File: src/rtl/reg_arb_pkg.sv
// Shared definitions for the two-requester load/inc register arbiter:
// FSM state encoding and operation codes.
package reg_arb_pkg;

    typedef enum logic [1:0] {
        ST_IDLE  = 2'd0,
        ST_ISSUE = 2'd1,
        ST_RESP  = 2'd2
    } state_e;

    localparam logic OP_LOAD = 1'b0;
    localparam logic OP_INC  = 1'b1;

endpackage

File: src/rtl/reg_arbiter_if.sv
// Requester and register-side signals of reg_arbiter. The slave modport is the
// arbiter; the master modport is the environment (requesters plus register).
interface reg_arb_if #(parameter int WIDTH = 8);

    logic             req0;
    logic             req1;
    logic             op0;
    logic             op1;
    logic [WIDTH-1:0] data0;
    logic [WIDTH-1:0] data1;
    logic [WIDTH-1:0] reg_q;
    logic [WIDTH-1:0] reg_data_in;
    logic             reg_load;
    logic             reg_inc;
    logic             ack0;
    logic             ack1;
    logic [WIDTH-1:0] rdata;
    logic             busy;

    modport slave (
        input  req0, req1, op0, op1, data0, data1, reg_q,
        output reg_data_in, reg_load, reg_inc, ack0, ack1, rdata, busy
    );

    modport master (
        output req0, req1, op0, op1, data0, data1, reg_q,
        input  reg_data_in, reg_load, reg_inc, ack0, ack1, rdata, busy
    );

endinterface

File: src/rtl/rr_pick2.sv
// Stateless two-way round-robin pick: a sole requester wins, a tie goes to
// the requester that was not granted last.
module rr_pick2 (
    input  logic req0,
    input  logic req1,
    input  logic last,
    output logic grant,
    output logic valid
);

    assign valid = req0 | req1;
    assign grant = (req0 & req1) ? ~last : req1;

endmodule

File: src/rtl/reg_arbiter.sv
// Arbitrates two requesters onto one load/inc register. Each transaction runs
// IDLE -> ISSUE (strobe) -> RESP (ack + readback); outputs decode state only.
module reg_arbiter
    import reg_arb_pkg::*;
#(
    parameter int WIDTH = 8
) (
    input  logic      clk,
    input  logic      sync_nreset,
    reg_arb_if.slave  bus
);

    state_e           state_q, state_d;
    logic             id_q, id_d;
    logic             op_q, op_d;
    logic             last_q, last_d;
    logic [WIDTH-1:0] data_q, data_d;
    logic             pick_id;
    logic             pick_vld;

    rr_pick2 u_pick (
        .req0  (bus.req0),
        .req1  (bus.req1),
        .last  (last_q),
        .grant (pick_id),
        .valid (pick_vld)
    );

    always_comb begin
        state_d = state_q;
        id_d    = id_q;
        op_d    = op_q;
        data_d  = data_q;
        last_d  = last_q;
        case (state_q)
            ST_IDLE: begin
                if (pick_vld) begin
                    state_d = ST_ISSUE;
                    id_d    = pick_id;
                    op_d    = pick_id ? bus.op1   : bus.op0;
                    data_d  = pick_id ? bus.data1 : bus.data0;
                end
            end
            ST_ISSUE: state_d = ST_RESP;
            ST_RESP: begin
                state_d = ST_IDLE;
                last_d  = id_q;
            end
            default: state_d = ST_IDLE;
        endcase
    end

    // last_q resets to 1 so requester 0 wins the first tie.
    always_ff @(posedge clk) begin
        if (!sync_nreset) begin
            state_q <= ST_IDLE;
            id_q    <= 1'b0;
            op_q    <= OP_LOAD;
            data_q  <= '0;
            last_q  <= 1'b1;
        end else begin
            state_q <= state_d;
            id_q    <= id_d;
            op_q    <= op_d;
            data_q  <= data_d;
            last_q  <= last_d;
        end
    end

    always_comb begin
        bus.busy        = (state_q != ST_IDLE);
        bus.reg_load    = (state_q == ST_ISSUE) && (op_q == OP_LOAD);
        bus.reg_inc     = (state_q == ST_ISSUE) && (op_q == OP_INC);
        bus.reg_data_in = data_q;
        bus.ack0        = (state_q == ST_RESP) && !id_q;
        bus.ack1        = (state_q == ST_RESP) && id_q;
        bus.rdata       = (state_q == ST_RESP) ? bus.reg_q : '0;
    end

endmodule

File: src/flat_wrapper.sv
// flat-port wrapper written by rule: the top's interface ports become plain ports
module reg_arbiter_flat import reg_arb_pkg::*;
#(
    parameter int WIDTH = 8
)
  (clk, sync_nreset, bus_req0, bus_req1, bus_op0, bus_op1, bus_data0, bus_data1, bus_reg_q, bus_reg_data_in, bus_reg_load, bus_reg_inc, bus_ack0, bus_ack1, bus_rdata, bus_busy);
  reg_arb_if #(.WIDTH(WIDTH)) bus_i ();
  input  logic clk;
  input  logic sync_nreset;
  input wire logic [$bits(bus_i.req0)-1:0] bus_req0;
  input wire logic [$bits(bus_i.req1)-1:0] bus_req1;
  input wire logic [$bits(bus_i.op0)-1:0] bus_op0;
  input wire logic [$bits(bus_i.op1)-1:0] bus_op1;
  input wire logic [$bits(bus_i.data0)-1:0] bus_data0;
  input wire logic [$bits(bus_i.data1)-1:0] bus_data1;
  input wire logic [$bits(bus_i.reg_q)-1:0] bus_reg_q;
  output wire logic [$bits(bus_i.reg_data_in)-1:0] bus_reg_data_in;
  output wire logic [$bits(bus_i.reg_load)-1:0] bus_reg_load;
  output wire logic [$bits(bus_i.reg_inc)-1:0] bus_reg_inc;
  output wire logic [$bits(bus_i.ack0)-1:0] bus_ack0;
  output wire logic [$bits(bus_i.ack1)-1:0] bus_ack1;
  output wire logic [$bits(bus_i.rdata)-1:0] bus_rdata;
  output wire logic [$bits(bus_i.busy)-1:0] bus_busy;
  assign bus_i.req0 = bus_req0;
  assign bus_i.req1 = bus_req1;
  assign bus_i.op0 = bus_op0;
  assign bus_i.op1 = bus_op1;
  assign bus_i.data0 = bus_data0;
  assign bus_i.data1 = bus_data1;
  assign bus_i.reg_q = bus_reg_q;
  assign bus_reg_data_in = bus_i.reg_data_in;
  assign bus_reg_load = bus_i.reg_load;
  assign bus_reg_inc = bus_i.reg_inc;
  assign bus_ack0 = bus_i.ack0;
  assign bus_ack1 = bus_i.ack1;
  assign bus_rdata = bus_i.rdata;
  assign bus_busy = bus_i.busy;
  reg_arbiter #(.WIDTH(WIDTH)) u_core (.clk(clk), .sync_nreset(sync_nreset), .bus(bus_i));
endmodule
File: config.mk
export PLATFORM = sky130hd
export DESIGN_NAME = reg_arbiter_flat
export DESIGN_NICKNAME = d
export VERILOG_FILES = /design/src/rtl/reg_arb_pkg.sv /design/src/rtl/reg_arbiter_if.sv /design/src/rtl/rr_pick2.sv /design/src/rtl/reg_arbiter.sv /design/src/flat_wrapper.sv
export SDC_FILE = /design/constraint.sdc
export NUM_CORES = 1
export LEC_CHECK = 0
export CAP_MARGIN = 20
export CORE_MARGIN = 2
export CORE_UTILIZATION = 29
export DETAILED_ROUTE_END_ITERATION = 10
export GPL_ROUTABILITY_DRIVEN = 0
export PLACE_DENSITY = 0.74
export SYNTH_ARGS = -nofsm -noshare
export SYNTH_HDL_FRONTEND = slang
export SYNTH_SLANG_ARGS = --single-unit
File: constraint.sdc
create_clock -name clk -period 1 [get_ports clk]
set_input_delay 0.3 -clock clk [delete_from_list [all_inputs] [get_ports clk]]
set_output_delay 0.3 -clock clk [all_outputs]
set_load 0.01 [all_outputs]
; Word-level counts from Yosys, hierarchy flattened
; Cells that the tools add are included.
[word_totals]
register_bits = 13
in_bits = 30
output_inout_bits = 21
wordCells = 26
[classes]
eq_ne = 3
n_mux = 6
n_bitwise = 4
reduce_logical = 8
[op_table]
columns = op, count
row1 = two-way mux 8 bit, 2
row2 = logical AND 1 bit, 4
row3 = case mux 2 bit (2 select lines), 1
row4 = equality test 2 x 1 -> 1 bit (second input constant), 1
row5 = equality test 2 bit (second input constant), 1
row6 = zero test 2 bit, 1
row7 = two-way mux 1 bit, 2
row8 = two-way mux 2 bit, 1
row9 = inequality test 2 x 1 -> 1 bit (second input constant), 1
row10 = inverter 1 bit, 2
row11 = AND reduction 2 bit, 1
row12 = nonzero test 2 bit, 1
row13 = AND 1 bit, 1
row14 = zero test 1 bit, 1
row15 = bitwise OR 1 bit, 1

; Logic depth before layout (Yosys ltp)
; Gate-level depths: netlist (run 1).
[logic_depth]
ltp_word = 3
mapped_depth = 4
ltp_nobuf = 4

; By module
; A second synthesis (run 1) with hierarchy kept.
[unflattened]
hier_cells = 83
area_unflattened_um2 = 824.5
[by_module_without_submodules]
columns = mod, instances, cells_per_inst, area_per_inst_um2
row1 = reg_arbiter, 1, 81, 810.8
row2 = rr_pick2, 1, 2, 13.8

; Least setup slack after synthesis (run 1)
; No wires, ideal clock.
[synth_timing]
path_kind = reg2out
startpoint = register u_core.state_q[1]
endpoint = output bus_ack1
arrival_ps = 820
path_slack_ps = -120
path_stages_with_launch = 3
path_cell_list = dfxtp_1 > nor2b_2 > and2_1
[synth_via]
elab_chain_len = 2
[synth_lines]
columns = element, line
row1 = start: declaration, reg_arbiter.sv:13  ; state_e state_q, state_d;
row2 = start signal: assignment, reg_arbiter.sv:62  ; state_q <= state_d;
row3 = equality test 2 bit, reg_arbiter.sv:76  ; bus.ack1 = (state_q == ST_RESP) && id_q;
row4 = logical AND 1 bit, reg_arbiter.sv:76
row5 = end: declaration, flat_wrapper.sv:21  ; output wire logic [$bits(bus_i.ack1)-1:0] bus_ack1;
; No other way between the ends.

; Worst setup path in the final report (run 1)
; Same ends and word-level chain as after synthesis.

==> summary.md, run 1 <==
| Metric | Value |
|---|---|
| Total routed wirelength | 2410 um |
| Initial antenna violation count | 0 |
| Area post-placement | 0.00133 mm2 |
| Kind of path behind the tightest hold check | reg -> reg |
| Area growth from synthesis to final layout | 125% |
| Worst setup slack after layout | -0.511 ns |
| Final period utilization | 151% |
| Maximum level of the CTS H-tree | 1 |
| Logic gate share of total power | 39.9% |
| Final #Nets | 183 |
| Ant. Diodes | 0 |
| Worst-case register-to-register setup slack | -0.27 ns |
| Fraction of power spent switching nets | 29.3% |
| Number of buffers added by the clock tree synthesis step | 3 |
| Crit path max-delay family | flip-flops |
| Minimum period implied by the final worst setup slack | 1.51 ns |
| Iteration count of the initial detailed-routing pass | 4 |
| CTS tree | yes |
| Number of cells traversed by the worst register-to-register path | 6 |
| Total grt overflow | 0 |
| Largest net degree at the start of global routing | 13 |
| Max capacitance violation total | 0 |
| Static leakage power | 0.658 nW |
| CP startpoint kind | register |
| Clk root buf | sky130_fd_sc_hd__clkbuf_4 |
| Worst EP required | 0.70 ns |
| IO Count | 51 |
| Number of DRC markers after the initial detailed-route iteration | 10 |
| Total of warnings raised by yosys | 0 |
| Number of nets in the synthesized netlist | 111 |
| Max-slew violation count | 0 |
| Placed insts | 167 |
| Normalized max-slew margin | 81.3% |
| Fill count | 184 |
| Most frequent CP cell | sky130_fd_sc_hd__buf_6 |
| Detailed-placement wirelength estimate | 1650 um |
| Die Span Y | 52.1 um |
| Routed wirelength normalized by instance count | 13.4 um |
| Critical-path cell list | nor2b_4 -> buf_6 -> buf_6 -> and2_4 -> buf_6 |
| Floorplan core area | 0.00219 mm2 |
| Clock tree sinks | 13 |
| IO Port Bufs | 50 |
| DRC Markers | 0 |
| Maximum frequency from static timing analysis | 0.662 GHz |
| Slowest-stage cell, CP | sky130_fd_sc_hd__dfxtp_4 |
| Post-Synthesis Cells | 81 |
| Hold violation total from the final report | 0 |
| GRT Resource Usage Total | 17.7% |
| Vias per cell | 5.03 |
| Post-synthesis cell type count | 23 |
| Global routing usage on met2 | 34.6% |
| Clock insertion delay at the later pin of the skew report | 0.27 ns |
| Violated checks | setup timing |
| Per-instance average area after synthesis | 8.29 um2 |
| Critical path depth in cells | 5 |
| Count of standard-cell rows | 17 |
| Die Width | 52.1 um |
| Share of layout cells above drive strength 1 | 50.7% |
| Met1 usage | 19.2% |
| Worst-Margin Slew | 0.279 ns |
| Switch Pwr | 0.465 mW |
| Post-Layout Inst Area | 0.00151 mm2 |
| Cell-internal power | 1.12 mW |
| Power Density | 1050 mW/mm2 |
| Type of destination of the critical path | primary output |
| GR peak layer | met2 |
| Area of the die | 0.00272 mm2 |
| Signal arrival time at the worst endpoint | 1.21 ns |
| Result of the run | complete, but fails checks |
| Peak supply drop | 0.000700 V |
| Mapped Area | 672 um2 |
| Number of global-route vias before repair | 865 |
| Utilization after layout | 69.0% |
| Total of endpoints with negative setup slack in the final report | 32 |
| Slowest stage delay, CP | 0.36 ns |
| Max Buffers Root-to-Sink | 2 |
| First-pass GRT wire length | 3640 um |
| Worst setup path category | reg -> out |
| R2R Path End | u_core.last_q$_SDFFE_PN1N_ |
| Global routing met3 resource utilization | 3.74% |
| Clock power frac | 20.5% |
| Total of hold buffers inserted after clock tree synthesis | 0 |
| Routed Antenna Nets | 0 |
| Post-Place Worst Slack | -0.721 ns |
| Endpoint of the most critical setup path | bus_ack1 |
| Number of vias in the routed layout | 905 |
| Launch instance of the worst register-to-register path | u_core.state_q[1]$_SDFFE_PN0P_ |
| Proportion of synthesized chip area in sequential cells | 38.7% |
| Post-CTS clock slew at the launch and capture registers of the worst setup and hold paths | 0.08 ns |
| Maximum fanout encountered on the critical timing path | 3 |
| Setup repair after global routing missed its margin | true |
| Number of standard cells in the final layout excluding fillers | 180 |
| Fraction of power consumed by sequential logic | 39.5% |
| Startpoint of the most critical setup path | u_core.state_q[1]$_SDFFE_PN0P_ |
| Buf/Inv on CP | 3 |
| Starting density of the core | 30.7% |
| Post-route worst hold slack | 0.499 ns |
| Max Clock Skew | 0.00336 ns |
| Flops & latches, synth | 13 |
-- metal layers --
layer,vias to the layer above,wire length [um]
li1,431,-
met1,421,877
met2,51,1270
met3,2,259
met4,0,2
met5,-,0
-- power groups by stage --
stage                     clock [mW]  combinational, mW  sequential [mW]
after detailed placement           0              0.551            0.617
final                          0.326              0.635            0.629
after global placement             0              0.542            0.616
after floorplan                    0              0.203            0.634
after CTS                      0.331              0.606            0.626
after global routing           0.349              0.678            0.636
-- Yosys cell counts, drive strengths merged --
library cell / number / area [um2]
nand2: 18 / 67.6
dfxtp: 13 / 260
a21oi: 10 / 50.1
a311oi: 9 / 78.8
and2: 9 / 56.3
nor2: 4 / 20.0
buf: 3 / 30.0
inv: 2 / 7.50
nor3b: 2 / 15.0
a211o: 1 / 8.76
a21bo: 1 / 10.0
a21boi: 1 / 18.8
and3b: 1 / 8.76
clkbuf: 1 / 3.75
nand2b: 1 / 6.26
nand3: 1 / 5.00
nor2b: 1 / 8.76
nor3: 1 / 5.00
o21ai: 1 / 5.00
or2: 1 / 6.26
-- layout by cell type (no fill, tap or decap) --
master / n
sky130_fd_sc_hd__a21bo_1: 1
sky130_fd_sc_hd__nand2b_1: 1
sky130_fd_sc_hd__and2_4: 9
sky130_fd_sc_hd__a21boi_4: 1
sky130_fd_sc_hd__a311oi_2: 1
sky130_fd_sc_hd__inv_2: 1
sky130_fd_sc_hd__nand2_1: 18
sky130_fd_sc_hd__clkbuf_1: 1
sky130_fd_sc_hd__dfxtp_1: 2
sky130_fd_sc_hd__or2_4: 1
sky130_fd_sc_hd__dlygate4sd2_1: 1
sky130_fd_sc_hd__clkdlybuf4s15_1: 1
sky130_fd_sc_hd__nor3b_2: 2
sky130_fd_sc_hd__nor2b_4: 2
sky130_fd_sc_hd__nor3_2: 1
sky130_fd_sc_hd__o21ai_1: 1
sky130_fd_sc_hd__nor2_1: 2
sky130_fd_sc_hd__buf_4: 10
sky130_fd_sc_hd__dfxtp_4: 2
sky130_fd_sc_hd__a211o_1: 1
sky130_fd_sc_hd__a21boi_2: 1
sky130_fd_sc_hd__buf_6: 24
sky130_fd_sc_hd__buf_2: 3
sky130_fd_sc_hd__a21oi_2: 2
sky130_fd_sc_hd__and3b_1: 1
sky130_fd_sc_hd__clkdlybuf4s50_1: 27
sky130_fd_sc_hd__nor2_4: 3
sky130_fd_sc_hd__buf_12: 2
sky130_fd_sc_hd__dfxtp_2: 9
sky130_fd_sc_hd__inv_1: 1
sky130_fd_sc_hd__clkbuf_4: 3
sky130_fd_sc_hd__a311oi_1: 8
sky130_fd_sc_hd__nand3_1: 1
sky130_fd_sc_hd__a21oi_1: 8
-- logic make-up (layout without fill, tap and decap cells) --
| family | count (synthesis) | in the layout | share of synthesized area, % |
|---|---|---|---|
| AOI/OAI and AO/OA | 23 | 24 | 25.5 |
| DFF | 13 | 13 | 38.7 |
| buffers and inverters | 6 | 74 | 6.14 |
| and+or+nand+nor | 39 | 41 | 29.6 |
-- worst min-delay path: stages, from the launching register on --
cell and delay, ns:
sky130_fd_sc_hd__dfxtp_1 0.33, sky130_fd_sc_hd__o21ai_1 0.07, sky130_fd_sc_hd__a21oi_1 0.06
-- worst min-delay path by stage --
stage / cells after the start / to / slack [ns] / startpoint
after floorplan: 1 / u_core.state_q[1]$_SDFFE_PN0P_ / 0.44 / u_core.state_q[1]$_SDFFE_PN0P_
after global placement: 2 / u_core.id_q$_SDFFE_PN0P_ / 0.48 / u_core.id_q$_SDFFE_PN0P_
after detailed placement: 2 / u_core.id_q$_SDFFE_PN0P_ / 0.49 / u_core.id_q$_SDFFE_PN0P_
after CTS: 2 / u_core.id_q$_SDFFE_PN0P_ / 0.50 / u_core.id_q$_SDFFE_PN0P_
after global routing: 2 / u_core.id_q$_SDFFE_PN0P_ / 0.55 / u_core.id_q$_SDFFE_PN0P_
final: 2 / u_core.id_q$_SDFFE_PN0P_ / 0.50 / u_core.id_q$_SDFFE_PN0P_
-- flip-flops by register name (all words and copies together) (netlist names) --
name	count
u_core.bus.reg_data_in	8
u_core.state_q	2
u_core.id_q	1
u_core.last_q	1
u_core.op_q	1
-- per-stage QoR --
step / TNS [ns] / power (mW)
global placement: -15.97 / 1.16
finish: -7.46 / 1.59
CTS: -7.31 / 1.56
detailed placement: -16.34 / 1.17
global route: -8.83 / 1.66
floorplan: -0.325 / 0.837
-- area by class of cell --
class	count	area, um2	share of cell area (%)
Timing Repair Buffer	68	689	45.6
Multi-Input combinational cell	65	475	31.4
Sequential cell	13	279	18.4
Tap cell	28	35.0	2.32
Clock buffer	4	26.3	1.74
Inverter	2	7.51	0.496
-- repair_timing --
item | CTS | global route
pin swaps | 8 | 10
endpoints found under the hold margin | 0 | 0
resized for setup | 123 | 11
setup buffers | 7 | 2
setup endpoints to repair | 33 | 34
gates cloned | 3 | 0
Note: power is estimated with default switching activity, not from simulation.
==> inputs of run 2 (changes only) <==
HOLD_SLACK_MARGIN = 0.06   (was unset)
SLEW_MARGIN = 40   (was unset)
==> results of run 2 <==
The final DEF is identical to that of run 1; final timing and power are the same.
==> inputs of run 3 (changes only) <==
CORE_UTILIZATION = 33   (was 29)
PLACE_DENSITY = 0.79   (was 0.74)
clock period = 1.7 ns   (was 1 ns; I/O delays follow)
==> summary.md, run 3 (synthesis gave the netlist of run 1 again) <==
| Metric | Value |
|---|---|
| DRC Markers | 0 (unchanged) |
| Total of hold buffers inserted after clock tree synthesis | 0 (unchanged) |
| Total routed wirelength | 2240 um (-7.1%) |
| Total grt overflow | 0 (unchanged) |
| Clock tree sinks | 13 (unchanged) |
| Post-Layout Inst Area | 0.00123 mm2 (-19%) |
| Type of destination of the critical path | primary output |
| Post-route worst hold slack | 0.508 ns (+0.00924 ns) |
| Worst setup path category | reg -> out |
| Max-slew violation count | 0 (unchanged) |
| Normalized max-slew margin | 73.3% (-7.9 points) |
| Routed Antenna Nets | 0 (unchanged) |
| CP startpoint kind | register |
| Initial antenna violation count | 0 (unchanged) |
| Launch instance of the worst register-to-register path | u_core.state_q[0]$_SDFFE_PN0P_ |
| Iteration count of the initial detailed-routing pass | 4 (unchanged) |
| Maximum frequency from static timing analysis | 0.603 GHz |
| CTS tree | yes |
| Number of DRC markers after the initial detailed-route iteration | 17 (+7) |
| GRT Resource Usage Total | 19.2% (+1.5 points) |
| Clock insertion delay at the later pin of the skew report | 0.27 ns (about the same) |
| First-pass GRT wire length | 3620 um (-0.58%) |
| Worst-case register-to-register setup slack | 0.38 ns (+0.65 ns) |
| Cell depth of the worst hold path | 2 (unchanged) |
| Fill count | 180 (-2.2%) |
| Signal arrival time at the worst endpoint | 1.15 ns (-0.06 ns) |
| Number of buffers added by the clock tree synthesis step | 3 (unchanged) |
| Worst-Margin Slew | 0.399 ns (+0.120 ns) |
| Count of standard-cell rows | 16 (-1) |
| Total of endpoints with negative setup slack in the final report | 0 (-100%) |
| Commonest non-fill, non-tap cells in the layout | 28 x sky130_fd_sc_hd__clkdlybuf4s50_1, 18 x sky130_fd_sc_hd__nand2_1, 11 x sky130_fd_sc_hd__dfxtp_1 |
| Ant. Diodes | 0 (unchanged) |
| Utilization after layout | 63.3% (-5.8 points) |
| Startpoint of the lowest-slack hold path | u_core.id_q$_SDFFE_PN0P_ |
| Hold violation total from the final report | 0 (unchanged) |
| Starting density of the core | 34.6% (+3.9 points) |
| Share of layout cells above drive strength 1 | 24.5% (-26 points) |
| Kind of path behind the tightest hold check | reg -> reg |
| Critical-path cell list | clkdlybuf4s50_1 |
| Buf/Inv on CP | 1 (-2) |
| R2R Path End | u_core.bus.reg_data_in[6]$_SDFFE_PN0P_ |
| IO Port Bufs | 50 (unchanged) |
| IO Count | 51 (unchanged) |
| Minimum period implied by the final worst setup slack | 1.66 ns |
| Die Width | 49.1 um (-5.8%) |
| Floorplan core area | 0.00194 mm2 (-11%) |
| Area post-placement | 0.00122 mm2 (-7.9%) |
| Maximum fanout encountered on the critical timing path | 2 (-1) |
| Max capacitance violation total | 0 (unchanged) |
| Number of global-route vias before repair | 766 (-11%) |
| Final #Nets | 170 (-7.1%) |
| Max Buffers Root-to-Sink | 2 (unchanged) |
| Commonest non-fill, non-tap cell in the layout | sky130_fd_sc_hd__clkdlybuf4s50_1 |
| Area growth from synthesis to final layout | 82.9% |
| Worst EP required | 1.19 ns (+0.49 ns) |
| Routed wirelength normalized by instance count | 13.5 um (+0.70%) |
| Result of the run | finished clean |
| Detailed-placement wirelength estimate | 1650 um (+0.13%) |
| Number of vias in the routed layout | 815 (-9.9%) |
| Area of the die | 0.00241 mm2 (-11%) |
| Post-Place Worst Slack | -0.472 ns (+0.249 ns) |
| Number of cells traversed by the worst register-to-register path | 5 (-1) |
| Worst setup slack after layout | 0.0424 ns (+0.553 ns) |
| Largest net degree at the start of global routing | 14 (+1) |
| Critical path depth in cells | 1 (-4) |
| Peak supply drop | 0.000403 V (-43%) |
| Slowest stage delay, CP | 0.54 ns (+0.18 ns) |
| Maximum level of the CTS H-tree | 1 (unchanged) |
| Static leakage power | 0.577 nW (-12%) |
| Setup repair after global routing missed its margin | false |
| Die Span Y | 49.1 um (-5.8%) |
| Crit path max-delay family | buffers and inverters |
| Capture endpoint of the worst hold path | u_core.id_q$_SDFFE_PN0P_ |
| Max Clock Skew | 0.00410 ns (+0.000742 ns) |
| Final period utilization | 97.5% |
| Vias per cell | 4.91 (-2.3%) |
| Slowest-stage cell, CP | sky130_fd_sc_hd__clkdlybuf4s50_1 |
| Post-CTS clock slew at the launch and capture registers of the worst setup and hold paths | 0.08 ns (about the same) |
| Power Density | 667 mW/mm2 (-37%) |
| Clk root buf | sky130_fd_sc_hd__clkbuf_4 |
| Number of flip-flops under the largest register name | 8 (unchanged) |
## run 3: through the flow
| stage | power [mW] | instances | setup TNS [ns] |
|---|---|---|---|
| floorplan | 0.481 | 81 | 0 |
| global placement | 0.642 | 161 | -4.84 |
| detailed placement | 0.650 | 161 | -5.32 |
| CTS | 0.830 | 166 | -0.0250 |
| global route | 0.864 | 166 | 0 |
| finish | 0.820 | 166 | 0 |
## run 3: repair_timing
action	CTS	global route
cloned	0	0
setup buffers	1	0
pin swaps	4	2
endpoints found under the setup margin	13	11
gates resized for setup	53	13
## run 3: worst max path at each step
stage                                                       from  slack, ns                  to
after floorplan                   u_core.state_q[1]$_SDFFE_PN0P_       0.37            bus_ack1
after global placement                              bus_reg_q[0]      -0.42        bus_rdata[0]
after detailed placement                            bus_reg_q[0]      -0.47        bus_rdata[0]
after CTS                                           bus_reg_q[0]      -0.03        bus_rdata[0]
after global routing      u_core.bus.reg_data_in[4]$_SDFFE_PN0P_      0.002  bus_reg_data_in[4]
final                     u_core.bus.reg_data_in[6]$_SDFFE_PN0P_       0.04  bus_reg_data_in[6]
## run 3: area by class of cell
type | instances | area (um2) | share of cell area [%]
Tap cell | 27 | 33.8 | 2.75
Sequential cell | 13 | 265 | 21.6
Multi-Input combinational cell | 62 | 390 | 31.8
Clock buffer | 4 | 26.3 | 2.14
Inverter | 2 | 7.51 | 0.611
Timing Repair Buffer | 58 | 505 | 41.1
## run 3: power breakdown
part	leakage (nW)	switching, mW	internal (mW)
logic	0.453	0.119	0.160
registers	0.109	0.0190	0.336
clock network	0.0150	0.0954	0.0907
## run 3: worst register-to-register path: stages, from the launching register on
cell and delay (ns):
sky130_fd_sc_hd__dfxtp_4 0.36, sky130_fd_sc_hd__buf_4 0.15, sky130_fd_sc_hd__nor2_4 0.12, sky130_fd_sc_hd__inv_2 0.07, sky130_fd_sc_hd__nor2_2 0.34, sky130_fd_sc_hd__a311oi_1 0.16
## run 3: per-layer routing
layer	global-route usage, %	up-vias	wire length, um
met2	32.9	38	1110
met1	22.8	372	917
met3	5.83	2	196
met4	5.71	0	14
met5	0	-	0
li1	-	403	-
